<file path="src/rtl/pe_pkg.sv">
// Shared types and constant helpers for the pe_v3 processing element and its requantiser.
package pe_pkg;

  localparam int WIDE_W = 64;

  typedef logic signed [WIDE_W-1:0] wide_t;

  typedef struct packed {
    wide_t value;
    logic  sat;
  } sat_result_t;

  function automatic int prod_w(int width_a, int width_b);
    return width_a + width_b;
  endfunction

  function automatic int acc_w(int width_a, int width_b, int guard);
    return width_a + width_b + guard;
  endfunction

  function automatic int shift_s(int frac_a, int frac_b, int frac_out);
    return frac_a + frac_b - frac_out;
  endfunction

  function automatic wide_t smax(int width);
    return (wide_t'(1) <<< (width - 1)) - wide_t'(1);
  endfunction

  function automatic wide_t smin(int width);
    return -(wide_t'(1) <<< (width - 1));
  endfunction

  // Half-LSB bias for round half-up; a zero shift has nothing to round.
  function automatic wide_t round_bias(int shift);
    return (shift > 0) ? (wide_t'(1) <<< (shift - 1)) : wide_t'(0);
  endfunction

  function automatic sat_result_t clamp(wide_t x, int width);
    sat_result_t r;
    r.value = x;
    r.sat   = 1'b0;
    if (x > smax(width)) begin
      r.value = smax(width);
      r.sat   = 1'b1;
    end else if (x < smin(width)) begin
      r.value = smin(width);
      r.sat   = 1'b1;
    end
    return r;
  endfunction

endpackage

</file>
<file path="src/rtl/pe_v3_if.sv">
// Operand beat, pass-through and result handshake bundle of one pe_v3 instance.
interface pe_v3_if #(
  parameter int WIDTH_A   = 8,
  parameter int WIDTH_B   = 16,
  parameter int WIDTH_OUT = 20
);
  logic                        in_valid;
  logic                        in_first;
  logic                        in_last;
  logic signed [WIDTH_A-1:0]   in_west;
  logic signed [WIDTH_B-1:0]   in_north;
  logic signed [WIDTH_A-1:0]   out_east;
  logic signed [WIDTH_B-1:0]   out_south;
  logic                        out_valid;
  logic                        out_first;
  logic                        out_last;
  logic signed [WIDTH_OUT-1:0] result;
  logic                        result_valid;
  logic                        result_ready;
  logic                        result_sat;
  logic                        ovf_err;

  modport master (
    output in_valid, in_first, in_last, in_west, in_north, result_ready,
    input  out_east, out_south, out_valid, out_first, out_last,
    input  result, result_valid, result_sat, ovf_err
  );

  modport slave (
    input  in_valid, in_first, in_last, in_west, in_north, result_ready,
    output out_east, out_south, out_valid, out_first, out_last,
    output result, result_valid, result_sat, ovf_err
  );
endinterface

</file>
<file path="src/rtl/pe_requant.sv">
// Combinational requantiser: arithmetic shift, optional round half-up (PE_V3_ROUND_EN), saturate.
module pe_requant
  import pe_pkg::*;
#(
  parameter int ACC_W     = 28,
  parameter int WIDTH_OUT = 20,
  parameter int SHIFT     = 4
) (
  input  logic signed [ACC_W-1:0]     acc,
  output logic signed [WIDTH_OUT-1:0] value,
  output logic                        sat
);

  // One extra bit so the rounding bias can never wrap the accumulator.
  localparam int EXT_W = ACC_W + 1;

  logic signed [EXT_W-1:0] biased;
  logic signed [EXT_W-1:0] shifted;
  wide_t                   wide;
  sat_result_t             q;
  logic                    unused_hi;

  always_comb begin
    biased = {acc[ACC_W-1], acc};
`ifdef PE_V3_ROUND_EN
    biased = biased + EXT_W'(round_bias(SHIFT));
`endif
    shifted = biased >>> SHIFT;
    wide    = {{(WIDE_W-EXT_W){shifted[EXT_W-1]}}, shifted};
    q       = clamp(wide, WIDTH_OUT);
  end

  assign value     = q.value[WIDTH_OUT-1:0];
  assign sat       = q.sat;
  assign unused_hi = ^q.value[WIDE_W-1:WIDTH_OUT];

endmodule

</file>
<file path="src/rtl/pe_v3.sv">
// Output-stationary systolic PE: pipelined MAC with guard bits, requantised result behind valid/ready.
// Optional rounding in the requantiser is enabled by defining PE_V3_ROUND_EN.
module pe_v3
  import pe_pkg::*;
#(
  parameter int WIDTH_A        = 8,
  parameter int FRAC_WIDTH_A   = 4,
  parameter int WIDTH_B        = 16,
  parameter int FRAC_WIDTH_B   = 8,
  parameter int WIDTH_OUT      = 20,
  parameter int FRAC_WIDTH_OUT = 8,
  parameter int ACC_GUARD      = 4
) (
  input logic     clk,
  input logic     rst,
  pe_v3_if.slave  bus
);

  localparam int PROD_W = prod_w(WIDTH_A, WIDTH_B);
  localparam int ACC_W  = acc_w(WIDTH_A, WIDTH_B, ACC_GUARD);
  localparam int SUM_W  = ACC_W + 1;
  localparam int S      = shift_s(FRAC_WIDTH_A, FRAC_WIDTH_B, FRAC_WIDTH_OUT);
  localparam logic signed [ACC_W-1:0] ACC_MAX = ACC_W'(smax(ACC_W));
  localparam logic signed [ACC_W-1:0] ACC_MIN = ACC_W'(smin(ACC_W));

  logic signed [PROD_W-1:0]    prod;
  logic signed [PROD_W-1:0]    p_prod;
  logic                        p_valid;
  logic                        p_first;
  logic                        p_last;
  logic signed [ACC_W-1:0]     acc;
  logic                        acc_sat;
  logic signed [SUM_W-1:0]     sum;
  logic signed [ACC_W-1:0]     acc_next;
  logic                        acc_sat_next;
  logic signed [WIDTH_OUT-1:0] rq_value;
  logic                        rq_sat;
  logic                        load;

  assign prod = PROD_W'(bus.in_west) * PROD_W'(bus.in_north);
  assign load = p_valid && p_last;

  // A first beat restarts from zero and drops the previous saturation history.
  always_comb begin
    sum          = (p_first ? {SUM_W{1'b0}} : SUM_W'(acc)) + SUM_W'(p_prod);
    acc_next     = acc;
    acc_sat_next = acc_sat;
    if (p_valid) begin
      acc_sat_next = p_first ? 1'b0 : acc_sat;
      if (sum[SUM_W-1] != sum[SUM_W-2]) begin
        acc_next     = sum[SUM_W-1] ? ACC_MIN : ACC_MAX;
        acc_sat_next = 1'b1;
      end else begin
        acc_next = sum[ACC_W-1:0];
      end
    end
  end

  pe_requant #(
    .ACC_W     (ACC_W),
    .WIDTH_OUT (WIDTH_OUT),
    .SHIFT     (S)
  ) u_requant (
    .acc   (acc_next),
    .value (rq_value),
    .sat   (rq_sat)
  );

  always_ff @(posedge clk) begin
    if (rst) begin
      bus.out_east     <= '0;
      bus.out_south    <= '0;
      bus.out_valid    <= 1'b0;
      bus.out_first    <= 1'b0;
      bus.out_last     <= 1'b0;
      p_valid          <= 1'b0;
      p_first          <= 1'b0;
      p_last           <= 1'b0;
      p_prod           <= '0;
      acc              <= '0;
      acc_sat          <= 1'b0;
      bus.result       <= '0;
      bus.result_valid <= 1'b0;
      bus.result_sat   <= 1'b0;
      bus.ovf_err      <= 1'b0;
    end else begin
      bus.out_east  <= bus.in_west;
      bus.out_south <= bus.in_north;
      bus.out_valid <= bus.in_valid;
      bus.out_first <= bus.in_first;
      bus.out_last  <= bus.in_last;
      p_valid       <= bus.in_valid;
      if (bus.in_valid) begin
        p_prod  <= prod;
        p_first <= bus.in_first;
        p_last  <= bus.in_last;
      end
      acc     <= acc_next;
      acc_sat <= acc_sat_next;
      // A load wins over an accept; only an unaccepted pending result counts as lost.
      if (load) begin
        bus.result       <= rq_value;
        bus.result_sat   <= acc_sat_next | rq_sat;
        bus.result_valid <= 1'b1;
        if (bus.result_valid && !bus.result_ready) begin
          bus.ovf_err <= 1'b1;
        end
      end else if (bus.result_valid && bus.result_ready) begin
        bus.result_valid <= 1'b0;
      end
    end
  end

endmodule

</file>
<file path="src/flat_wrapper.sv">
// flat-port wrapper written by rule: the top's interface ports become plain ports
module pe_v3_flat import pe_pkg::*;
#(
  parameter int WIDTH_A        = 8,
  parameter int FRAC_WIDTH_A   = 4,
  parameter int WIDTH_B        = 16,
  parameter int FRAC_WIDTH_B   = 8,
  parameter int WIDTH_OUT      = 20,
  parameter int FRAC_WIDTH_OUT = 8,
  parameter int ACC_GUARD      = 4
)
  (clk, rst, bus_in_valid, bus_in_first, bus_in_last, bus_in_west, bus_in_north, bus_result_ready, bus_out_east, bus_out_south, bus_out_valid, bus_out_first, bus_out_last, bus_result, bus_result_valid, bus_result_sat, bus_ovf_err);
  pe_v3_if #(.WIDTH_A(WIDTH_A), .WIDTH_B(WIDTH_B), .WIDTH_OUT(WIDTH_OUT)) bus_i ();
  input logic clk;
  input logic rst;
  input wire logic [$bits(bus_i.in_valid)-1:0] bus_in_valid;
  input wire logic [$bits(bus_i.in_first)-1:0] bus_in_first;
  input wire logic [$bits(bus_i.in_last)-1:0] bus_in_last;
  input wire logic [$bits(bus_i.in_west)-1:0] bus_in_west;
  input wire logic [$bits(bus_i.in_north)-1:0] bus_in_north;
  input wire logic [$bits(bus_i.result_ready)-1:0] bus_result_ready;
  output wire logic [$bits(bus_i.out_east)-1:0] bus_out_east;
  output wire logic [$bits(bus_i.out_south)-1:0] bus_out_south;
  output wire logic [$bits(bus_i.out_valid)-1:0] bus_out_valid;
  output wire logic [$bits(bus_i.out_first)-1:0] bus_out_first;
  output wire logic [$bits(bus_i.out_last)-1:0] bus_out_last;
  output wire logic [$bits(bus_i.result)-1:0] bus_result;
  output wire logic [$bits(bus_i.result_valid)-1:0] bus_result_valid;
  output wire logic [$bits(bus_i.result_sat)-1:0] bus_result_sat;
  output wire logic [$bits(bus_i.ovf_err)-1:0] bus_ovf_err;
  assign bus_i.in_valid = bus_in_valid;
  assign bus_i.in_first = bus_in_first;
  assign bus_i.in_last = bus_in_last;
  assign bus_i.in_west = bus_in_west;
  assign bus_i.in_north = bus_in_north;
  assign bus_i.result_ready = bus_result_ready;
  assign bus_out_east = bus_i.out_east;
  assign bus_out_south = bus_i.out_south;
  assign bus_out_valid = bus_i.out_valid;
  assign bus_out_first = bus_i.out_first;
  assign bus_out_last = bus_i.out_last;
  assign bus_result = bus_i.result;
  assign bus_result_valid = bus_i.result_valid;
  assign bus_result_sat = bus_i.result_sat;
  assign bus_ovf_err = bus_i.ovf_err;
  pe_v3 #(.WIDTH_A(WIDTH_A), .FRAC_WIDTH_A(FRAC_WIDTH_A), .WIDTH_B(WIDTH_B), .FRAC_WIDTH_B(FRAC_WIDTH_B), .WIDTH_OUT(WIDTH_OUT), .FRAC_WIDTH_OUT(FRAC_WIDTH_OUT), .ACC_GUARD(ACC_GUARD)) u_core (.clk(clk), .rst(rst), .bus(bus_i));
endmodule
</file>
<file path="config.mk">
export PLATFORM = sky130hd
export DESIGN_NAME = pe_v3_flat
export DESIGN_NICKNAME = d
export VERILOG_FILES = /design/src/rtl/pe_pkg.sv /design/src/rtl/pe_v3_if.sv /design/src/rtl/pe_requant.sv /design/src/rtl/pe_v3.sv /design/src/flat_wrapper.sv
export SDC_FILE = /design/constraint.sdc
export NUM_CORES = 1
export LEC_CHECK = 0
export CAP_MARGIN = 40
export CORE_MARGIN = 2
export CORE_UTILIZATION = 50
export DETAILED_ROUTE_END_ITERATION = 10
export HOLD_SLACK_MARGIN = 0.08
export PLACE_DENSITY = 0.81
export SYNTH_ARGS = -nofsm -noshare
export SYNTH_HDL_FRONTEND = slang
export SYNTH_SLANG_ARGS = --single-unit
</file>
<file path="constraint.sdc">
create_clock -name clk -period 7.6 [get_ports clk]
set_input_delay 1.14 -clock clk [delete_from_list [all_inputs] [get_ports clk]]
set_output_delay 1.14 -clock clk [all_outputs]
set_load 0.02 [all_outputs]
</file>
==> metrics.md, run 1 <==
| Metric | Value |
|---|---|
| Reg2reg path depth | `14` |
| Hold Fails Final Rpt | `0` |
| Largest area contributor in the netlist | `dfxtp_1` |
| Share of cells above drive strength 1 | `under 10%` |
| RR Startpoint | `u_core.p_first` |
| Status | `completed` |
| Maximum VDD drop | `~0.20 mV` |
| Grt total ovfl | `0` |
| Ys Warns | `0` |
| Register area share after synthesis | `between 20% and 30%` |
| Initial antenna violation count | `0` |
| Setup CP Type | `input port to flip-flop` |
| Syn nets | `1422` |
| Max cap viols | `0` |
| Via count | `approximately 8600` |
| Area growth, synth to finish | `13.09%` |
| Nets | `between 1000 and 1500` |
| PD cells | `about 260 mW/mm^2` |
| Synth unique cells | `65` |
| First-pass GRT wire length | `slightly above 40000 um` |
| Commonest cells in the netlist | `148 x inv_1, 105 x dfxtp_1, 104 x fa_1` |
| Clk slew on worst S/H paths | `~0.080 ns` |
| Max Freq | `roughly 150 MHz` |
| TritonCTS Buffers | `9` |
| Reg-to-reg endpoint | `u_core.bus.result[7]` |
| FF-to-FF setup slack | `roughly 3 ns` |
| CTS tree | `built` |
| Final setup fails | `0` |
| RSZ-0062 raised after global routing | `false` |
| IO Port Bufs | `79` |
| GR Util All Layers | `between 20% and 30%` |
| CTS Hold Buffers Added | `0` |
| Critical Path Source | `bus_in_west[7]` |
| Worst Tran Pin Value | `about 0.90 ns` |
| CP arrival | `between 6 and 7 ns` |
| HP Class | `flip-flop to flip-flop` |
| Syn Std Cell Area | `~0.010 mm^2` |
| Setup Skew | `~0.0053 ns` |
| Sink Count | `between 100 and 150` |
| Fin crit period | `roughly 6.5 ns` |
| Multi-input gate area | `~0.0075 mm^2` |
| Tcrit/Tclk final | `between 80% and 90%` |
| Pleak | `roughly 5.4 nW` |
| Rows | `52` |
| Dominant synthesized flop cell | `dfxtp_1` |
| Die height | `147.7 um` |
| CP Capture Point | `u_core.p_prod[22]` |
| Post-route ant nets | `0` |
| Placed insts | `approximately 1500` |
| Post-CTS Setup Inserts | `0` |
| RD Place Congestion | `approximately 0.90` |
| CP max FO | `13` |
| Full die area | `0.02183 mm^2` |
| Core Footprint | `between 0.02 and 0.025 mm^2` |
| Post-CTS Resized | `0` |
| Most common cell in the netlist | `inv_1` |
| Seq cells post-synth | `~110` |
| Cells after Synth | `around 1200` |
| # diodes | `0` |
| Finished Layout Cells | `1546` |
| CTS Buffer Depth | `2` |
| Ports | `80` |
| H-Tree Depth | `3` |
| # DRC | `0` |
| DRT iter0 DRCs | `~570` |
| Initial Util | `roughly half` |
| WHS Path Cells | `2` |
| Worst setup EP type | `flip-flop` |
| CP Launch Type | `input port` |
| Largest net degree at the start of global routing | `70` |
| Share of Yosys cell area claimed by the top area cell type | `about a fifth` |
| Pins Over Slew Limit | `0` |
| Chip width | `147.7 um` |
| Finished Cell Area | `approximately 0.012 mm^2` |
| Area after DPL | `around 0.011 mm^2` |
| Setup TNS | `0 ns` |
| Drt via density | `between 5 and 6` |
| Drt wl/cell | `15.57 um` |
| Seq. cell area | `~0.0021 mm^2` |
| CTS Root Cell | `clkbuf_16` |
| Critical path data required time | `7.85 ns` |
| Worst-Skew Late Latency | `0.36 ns` |
| Vias in the first global route | `about 8400` |
| Drt pass-1 iters | `6` |
| Relative slew slack | `approximately 40%` |
| Area contributors post-synth | `dfxtp_1 20%, fa_1 20%, ha_1 8.8%` |
| Number of synthesized flops with an enable pin | `0` |
| Detailed Route WL | `around 24000 um` |
| Fill cell count | `1765` |
| Syn_area_per_cell | `~8.5 um^2` |
| HPWL Detailed | `approximately 19000 um` |
| Ys async rst share | `0%` |
-- power by group --
group / switching [mW] / internal [mW] / total (mW)
clock network: 0.238 / 0.263 / 0.501
logic: 1.07 / 0.818 / 1.88
registers: 0.0404 / 0.612 / 0.652
-- final cells by class --
class	count	area share (%)
clock buffer	9	1.928
multi-input combinational	916	64.14
clock inverter	6	0.7283
timing repair buffer	92	7.561
sequential	105	17.99
tap	270	2.892
inverter	148	4.755
-- sequential cells by signal, summed over array words and instances, names as in the netlist --
signal and count:
u_core.acc 28, u_core.acc_sat 1, u_core.bus.out_east 8, u_core.bus.out_first 1, u_core.bus.out_last 1, u_core.bus.out_south 16
u_core.bus.ovf_err 1, u_core.bus.result 20, u_core.bus.result_sat 1, u_core.bus.result_valid 1, u_core.p_first 1, u_core.p_last 1
u_core.p_prod 24, u_core.p_valid 1
-- per-layer routing --
layer	share of wire [%]	GRT usage [%]
met1	46	31.81
met4	1.8	6.346
met2	48	39.26
met3	4.1	2.377
met5	0	0
-- cell usage in the layout (no fill, tap or decap), types with 20 or more instances in the layout --
cell type	Yosys	layout
inv_1	148	148
dfxtp_1	105	105
fa_1	104	104
nand2_1	90	90
nor2_1	90	89
and2_1	85	85
clkdlybuf4s50_1	0	78
nor2b_1	76	76
ha_1	73	73
a21oi_1	71	71
xnor2_1	29	29
o21ai_0	26	26
mux2i_1	22	22
o211ai_1	21	21
a21o_1	21	21
a22oi_1	20	20
-- stage by stage --
stage               setup WS [ns]  util (%)  hold slack (ns)  total power, mW
detailed placement         0.7717     56.20           0.4474            2.519
global placement           0.8923     56.20           0.4364            2.472
floorplan                   1.765         -           0.4273            2.127
global route               0.6957     57.74           0.4849            3.365
CTS                         1.140     57.74           0.4591            3.052
finish                      1.081     57.74           0.4575            3.038
-- how the worst min path moves through the flow --
stage / startpoint / end / slack (ns)
6_report: u_core.acc[3] / u_core.acc[3] / 0.46
5_1_grt: u_core.acc[2] / u_core.acc[2] / 0.48
4_1_cts: u_core.acc[3] / u_core.acc[3] / 0.46
3_5_place_dp: u_core.acc[3] / u_core.acc[3] / 0.45
3_3_place_gp: u_core.acc[3] / u_core.acc[3] / 0.44
2_1_floorplan: u_core.acc[3] / u_core.acc[3] / 0.43
-- logic make-up after synthesis --
| group | share of synthesized area [%] |
|---|---|
| xor+xnor | 3.391 |
| fa+ha+maj | 29.00 |
| mux | 2.132 |
| simple gates | 21.63 |
| compound gates | 16.32 |
| flops | 20.35 |
| buf+inv | 7.183 |
-- worst max-delay path: stages --
cell,delay [ns]
clkdlybuf4s50_1,0.58
inv_1,0.44
nor2_1,0.14
fa_1,0.53
fa_1,0.53
fa_1,0.54
inv_1,0.05
fa_1,0.52
inv_1,0.04
ha_1,0.30
a21boi_0,0.23
o21ai_0,0.19
a211oi_1,0.42
nor4_1,0.15
nor3_1,0.26
nor3_1,0.10
or4_1,0.50
o311ai_0,0.11
Power figures use the tool's default switching activity.
==> run 2, diff against run 1 <==
--- a/config.mk
+++ b/config.mk
@@ -14,3 +14,4 @@
 export SYNTH_ARGS = -nofsm -noshare
 export SYNTH_HDL_FRONTEND = slang
 export SYNTH_SLANG_ARGS = --single-unit
+export TNS_END_PERCENT = 5
==> constraint.sdc (replaced) <==
create_clock -name clk -period 7.6 [get_ports clk]
set_input_delay 0.76 -clock clk [delete_from_list [all_inputs] [get_ports clk]]
set_output_delay 0.76 -clock clk [all_outputs]
set_load 0.02 [all_outputs]
==> run 2 against run 1 <==
Via count down 1.3%. Sequential cell count unchanged. Global-route usage up 0.14 points. Core utilization about the same. Largest power group unchanged. Highest routed layer unchanged.
==> metrics.md, run 2 (synthesized netlist as in run 1, its figures left out) <==
| Metric | Value |
|---|---|
| Status | `completed` |
| Post-CTS Setup Inserts | `0` |
| Total power | `around 3.1 mW` |
| # diodes | `0` |
| CP max stage delay | `0.72 ns` |
| Vias in the first global route | `just under 9000` |
| Initial Util | `51.05%` |
| Pleak | `between 5 and 6 nW` |
| Setup Skew | `roughly 0.01 ns` |
| Max cap viols | `0` |
| GR Util All Layers | `a little under a quarter` |
| Biggest register | `u_core.acc` |
| Ports | `80` |
| CP Launch Type | `input port` |
| Rows | `52` |
| First-pass GRT wire length | `41660 um` |
| Drt via density | `5.488` |
| RD Place Congestion | `between 0.9 and 1` |
| CTS Hold Buffers Added | `0` |
| # DRC | `0` |
| Die height | `between 100 and 150 um` |
| Chip width | `between 100 and 150 um` |
| Grt total ovfl | `0` |
| Post-route ant nets | `0` |
| CP Buf/Inv Count | `5` |
| Final WS setup | `1.407 ns` |
| Critical path data required time | `approximately 7.9 ns` |
| Area after DPL | `around 0.011 mm^2` |
| Worst-Skew Late Latency | `around 0.37 ns` |
| Critical-path top delay cell | `clkdlybuf4s50_1` |
| H-Tree Depth | `3` |
| Finished Cell Area | `between 0.01 and 0.015 mm^2` |
| Nets | `between 1000 and 1500` |
| Drt pass-1 iters | `5` |
| Commonest non-fill, non-tap cells in the layout | `148 x inv_1, 105 x dfxtp_1, 104 x fa_1` |
| Setup CP Type | `input port to flip-flop` |
| HP Class | `flip-flop to flip-flop` |
| Worst Tran Pin Value | `0.9121 ns` |
| Biggest regs | `u_core.acc x28, u_core.p_prod x24, u_core.bus.result x20` |
| Area growth, synth to finish | `13.04%` |
| Post-CTS Resized | `0` |
| Finished Layout Cells | `between 1500 and 2000` |
| Dpl ws | `around 1.1 ns` |
| HPWL Detailed | `approximately 18000 um` |
| Worst setup EP type | `flip-flop` |
| CTS tree | `built` |
| RSZ-0062 raised after global routing | `false` |
| Clk slew on worst S/H paths | `approximately 0.08 ns` |
| Fin crit period | `6.193 ns` |
| CP delay by family, top | `adder cells` |
| Full die area | `between 0.02 and 0.025 mm^2` |
| Hold slack | `around 0.45 ns` |
| Detailed Route WL | `around 24000 um` |
| Initial antenna violation count | `0` |
| Pins Over Slew Limit | `0` |
| Utilization after layout | `between 50 and 60%` |
| CP max FO | `17` |
| Most common cell after layout, fill and taps aside | `inv_1` |
| IO Port Bufs | `79` |
| Largest net degree at the start of global routing | `47` |
| Relative slew slack | `39.19%` |
| Worst-path cell chain | `clkdlybuf4s50_1, and2_1, fa_1, inv_1, fa_1, inv_1, fa_1, inv_1, fa_1, inv_1, ha_1, o21ai_0, a21boi_0, o21ai_0, a211oi_1, nor4_1, nor3_1, nor3_1, or4_1, o311ai_0` |
| DRT iter0 DRCs | `around 500` |
| Drt wl/cell | `approximately 15 um` |
| Placed insts | `around 1500` |
| Fill cell count | `1787` |
| Tcrit/Tclk final | `81.49%` |
| Setup TNS | `0 ns` |
| Core Footprint | `between 0.02 and 0.025 mm^2` |
| Hold Fails Final Rpt | `0` |
| CP arrival | `6.45 ns` |
| Maximum VDD drop | `between 0.2 and 0.25 mV` |
| Max Freq | `around 160 MHz` |
| Final setup fails | `0` |
| Share of cells above drive strength 1 | `about 4.2%` |
| Max reg flops | `28` |
| CTS Buffer Depth | `2` |
| Sink Count | `between 100 and 150` |
| PD cells | `between 200 and 300 mW/mm^2` |
| TritonCTS Buffers | `9` |
| Via count | `between 8000 and 9000` |
| CTS Root Cell | `clkbuf_16` |
[run 2: cell types whose count changed in the layout (fill, tap and decap cells not counted)]
cell        previous run  this run
inv_8                  2         3
inv_6                  1         0
buf_4                 13         9
clkinvlp_4             1         0
bufinv_16              1         2
[run 2: area by class of cell]
| class | count | area, um^2 | share of cell area (%) |
|---|---|---|---|
| Timing Repair Buffer | 88 | 853.3 | 7.307 |
| Clock buffer | 9 | 225.2 | 1.929 |
| Sequential cell | 105 | 2102 | 18.00 |
| Multi-Input combinational cell | 916 | 7493 | 64.17 |
| Clock inverter | 6 | 110.1 | 0.9429 |
| Tap cell | 270 | 337.8 | 2.893 |
| Inverter | 148 | 555.5 | 4.757 |
[run 2: final timing paths]
check	start	endpoint	slack, ns	cells after the start
hold / removal	u_core.acc[3]	u_core.acc[3]	0.45	2
setup reg to reg	u_core.p_first	u_core.bus.result[2]	3.02	14
setup / recovery	bus_in_west[4]	u_core.p_prod[22]	1.41	20
hold reg to reg	u_core.acc[3]	u_core.acc[3]	0.45	2
[run 2: layer usage]
metal	up-vias	share of wire [%]	GRT usage [%]
met5	-	0	0
met4	0	1.9	6.442
met3	36	4.3	2.685
met2	200	48	39.56
met1	4103	46	31.75
li1	4123	-	-
[run 2: power breakdown]
| part | switching (mW) | internal [mW] | total [mW] |
|---|---|---|---|
| registers | 0.0416 | 0.612 | 0.653 |
| logic | 1.06 | 0.815 | 1.87 |
| clock network | 0.244 | 0.297 | 0.541 |
| total | 1.34 | 1.72 | 3.07 |
[run 2: worst register-to-register path, cell delays in order (launching register included)]
cell       delay (ns)
dfxtp_1          0.31
buf_4            0.32
nor2b_1          0.09
ha_1             0.23
fa_1             0.44
a211oi_2         0.28
o211ai_1         0.22
a31oi_1          0.30
o21ai_1          0.16
o21ai_2          0.27
a2111oi_4        0.11
o21ai_0          0.42
o221ai_4         0.26
o31ai_4          0.85
a22oi_1          0.17
==> run 3, diff against run 2 <==
--- a/config.mk
+++ b/config.mk
@@ -10,7 +10,7 @@
 export CORE_UTILIZATION = 50
 export DETAILED_ROUTE_END_ITERATION = 10
 export HOLD_SLACK_MARGIN = 0.08
-export PLACE_DENSITY = 0.81
+export PLACE_DENSITY = 0.84
 export SYNTH_ARGS = -nofsm -noshare
 export SYNTH_HDL_FRONTEND = slang
 export SYNTH_SLANG_ARGS = --single-unit
==> constraint.sdc (replaced) <==
create_clock -name clk -period 5.6 [get_ports clk]
set_input_delay 0.56 -clock clk [delete_from_list [all_inputs] [get_ports clk]]
set_output_delay 0.56 -clock clk [all_outputs]
set_load 0.02 [all_outputs]
==> run 3 against run 2 <==
Combinational power grew 51%. Die area is the same. Core utilization rose by 1.9 points. Cell area rose by 3.3%. Non-clock buffer count rose by 51. Clock skew grew 0.0011 ns. Wire length rose by 5.3%. Sequential share of layout area fell by 0.58 points. Critical path depth is 1 lower. Power up 43%. Critical endpoint unchanged. Highest routed layer unchanged.
==> metrics.md, run 3 (synthesized netlist as in run 1, its figures left out) <==
| Metric | Value |
|---|---|
| Grt met3 use | `approximately 2.8%` |
| RR Startpoint | `u_core.p_first` |
| Maximum VDD drop | `roughly 0.37 mV` |
| Hold slack | `0.4623 ns` |
| Hold wc startpoint | `u_core.acc[3]` |
| Max cap viols | `0` |
| Fin crit period | `between 5 and 6 ns` |
| Finished Layout Cells | `roughly 1600` |
| Via count | `8709` |
| P_int | `2.453 mW` |
| Grt total ovfl | `0` |
| Setup CP Type | `input port to flip-flop` |
| GR Util All Layers | `between 20% and 30%` |
| Utilization after layout | `between 50% and 60%` |
| First-pass GRT wire length | `roughly 43000 um` |
| Reg2reg path depth | `13` |
| Clk slew on worst S/H paths | `about 0.090 ns` |
| Drt wl/cell | `~16 um` |
| Biggest register | `u_core.acc` |
| Setup TNS | `0 ns` |
| HPWL Detailed | `~19000 um` |
| Placed insts | `1578` |
| CTS Root Cell | `clkbuf_16` |
| Worst Tran Pin Value | `about 0.90 ns` |
| Nets | `around 1500` |
| Most common cell after layout, fill and taps aside | `inv_1` |
| Clock power share | `15.2%` |
| WHS Path Cells | `2` |
| # DRC | `0` |
| DRT iter0 DRCs | `530` |
| H-Tree Depth | `3` |
| Area after DPL | `about 0.012 mm^2` |
| CP delay by family, top | `adder cells` |
| CP dominant cell by count | `fa_1` |
| Hold Fails Final Rpt | `0` |
| Total power | `~4.4 mW` |
| Switching power | `~1.9 mW` |
| Setup Skew | `between 0.01 and 0.015 ns` |
| Detailed Route WL | `roughly 25000 um` |
| Post-route ant nets | `0` |
| GRT Max-Usage Layer | `met2` |
| Comb power frac | `64.6%` |
| CTS Hold Buffers Added | `0` |
| HP Class | `flip-flop to flip-flop` |
| Worst-Skew Late Latency | `about 0.37 ns` |
| Worst-path cell chain | `clkdlybuf4s50_1, nand2b_1, fa_1, fa_1, inv_1, fa_1, inv_1, fa_1, inv_1, ha_1, o21ai_0, a21boi_1, o21ai_2, a211oi_2, nor4_2, nor3_2, nor3_1, or4_1, o311ai_0` |
| Vias in the first global route | `between 8000 and 9000` |
| Ports | `80` |
| Full die area | `around 0.022 mm^2` |
| CP max FO | `3` |
| Worst setup EP type | `flip-flop` |
| Relative slew slack | `around two fifths` |
| CP max stage delay | `about 0.54 ns` |
| Met2 usage in global routing | `40.98%` |
| Tcrit/Tclk final | `between 90% and 100%` |
| CP arrival | `~5.7 ns` |
| PD cells | `~360 mW/mm^2` |
| FF-to-FF setup slack | `0.97 ns` |
| Share of cells above drive strength 1 | `under 10%` |
| Sink Count | `approximately 110` |
| Die height | `147.7 um` |
| Register share of total power | `between 20 and 25%` |
| Core Footprint | `roughly 0.02 mm^2` |
| CP Launch Type | `input port` |
| IO Port Bufs | `between 70 and 80` |
| Initial antenna violation count | `0` |
| Rows | `52` |
| Final WS setup | `around 0.21 ns` |
| Largest net degree at the start of global routing | `between 40 and 50` |
| TritonCTS Buffers | `9` |
| Pins Over Slew Limit | `0` |
| Pleak | `around 5.6 nW` |
| Finished Cell Area | `roughly 0.012 mm^2` |
| Commonest non-fill, non-tap cells in the layout | `148 x inv_1, 105 x dfxtp_1, 104 x fa_1` |
| RD Place Congestion | `approximately 0.92` |
| Drt via density | `about 5.5` |
| Chip width | `147.7 um` |
| Reg-to-reg endpoint | `u_core.bus.result_sat` |
| CTS Buffer Depth | `2` |
| Final setup fails | `0` |
| CP Buf/Inv Count | `4` |
| Status | `completed` |
| Initial Util | `about half` |
| Sw frac | `between 40 and 50%` |
| Hold EP | `u_core.acc[3]` |
| Biggest regs | `u_core.acc x28, u_core.p_prod x24, u_core.bus.result x20` |
| Post-CTS Setup Inserts | `0` |
| Max Freq | `~190 MHz` |
| Critical-path top delay cell | `fa_1` |
| Met1 usage | `32.79%` |
| CTS tree | `built` |
| Dpl ws | `-0.5053 ns` |
| Critical path data required time | `5.87 ns` |
| Area growth, synth to finish | `16.78%` |
| # diodes | `0` |
| Max reg flops | `28` |
| Drt pass-1 iters | `5` |
run 3: area by class of cell:
cell class | count | area (um^2)
clock buffer | 10 | 239.0
clock inverter | 6 | 70.07
fill | 1675 | 8172
inverter | 148 | 555.5
multi-input combinational | 916 | 7523
sequential | 105 | 2102
tap | 270 | 337.8
timing repair buffer | 139 | 1235
run 3: worst max-delay path by stage:
| stage | from | cells past startpoint | slack (ns) | endpoint |
|---|---|---|---|---|
| 4_1_cts | bus_in_north[2] | 20 | 0.06 | u_core.p_prod[20] |
| 5_1_grt | bus_in_west[4] | 20 | -0.02 | u_core.p_prod[22] |
| 3_3_place_gp | bus_in_west[6] | 19 | -0.32 | u_core.p_prod[22] |
| 6_report | bus_in_north[0] | 19 | 0.21 | u_core.p_prod[22] |
| 3_5_place_dp | bus_in_west[6] | 19 | -0.51 | u_core.p_prod[22] |
| 2_1_floorplan | bus_in_west[7] | 18 | 0.34 | u_core.p_prod[22] |
run 3: power by group through the flow:
stage / registers [mW] / clock network [mW] / logic (mW)
finish: 0.886 / 0.668 / 2.83
global route: 0.892 / 0.710 / 3.19
CTS: 0.885 / 0.678 / 2.77
detailed placement: 0.903 / 0 / 2.73
global placement: 0.901 / 0 / 2.65
floorplan: 0.896 / 0 / 1.99
run 3: tightest hold or removal path, stage by stage, from the launching register on:
cell and delay (ns):
dfxtp_1 0.32, nand2_1 0.05, a21oi_1 0.05
run 3: repair_timing:
action / in CTS / in global routing
setup endpoints to repair: 1 / 8
gates resized for setup: 2 / 8
endpoints found under the hold margin: 0 / 0
pin swaps: 0 / 3
run 3: per-layer routing:
metal,up-vias,routed length (um)
met5,-,0
met4,0,383
met3,31,1358
met2,244,11990
met1,4209,11370
li1,4225,-
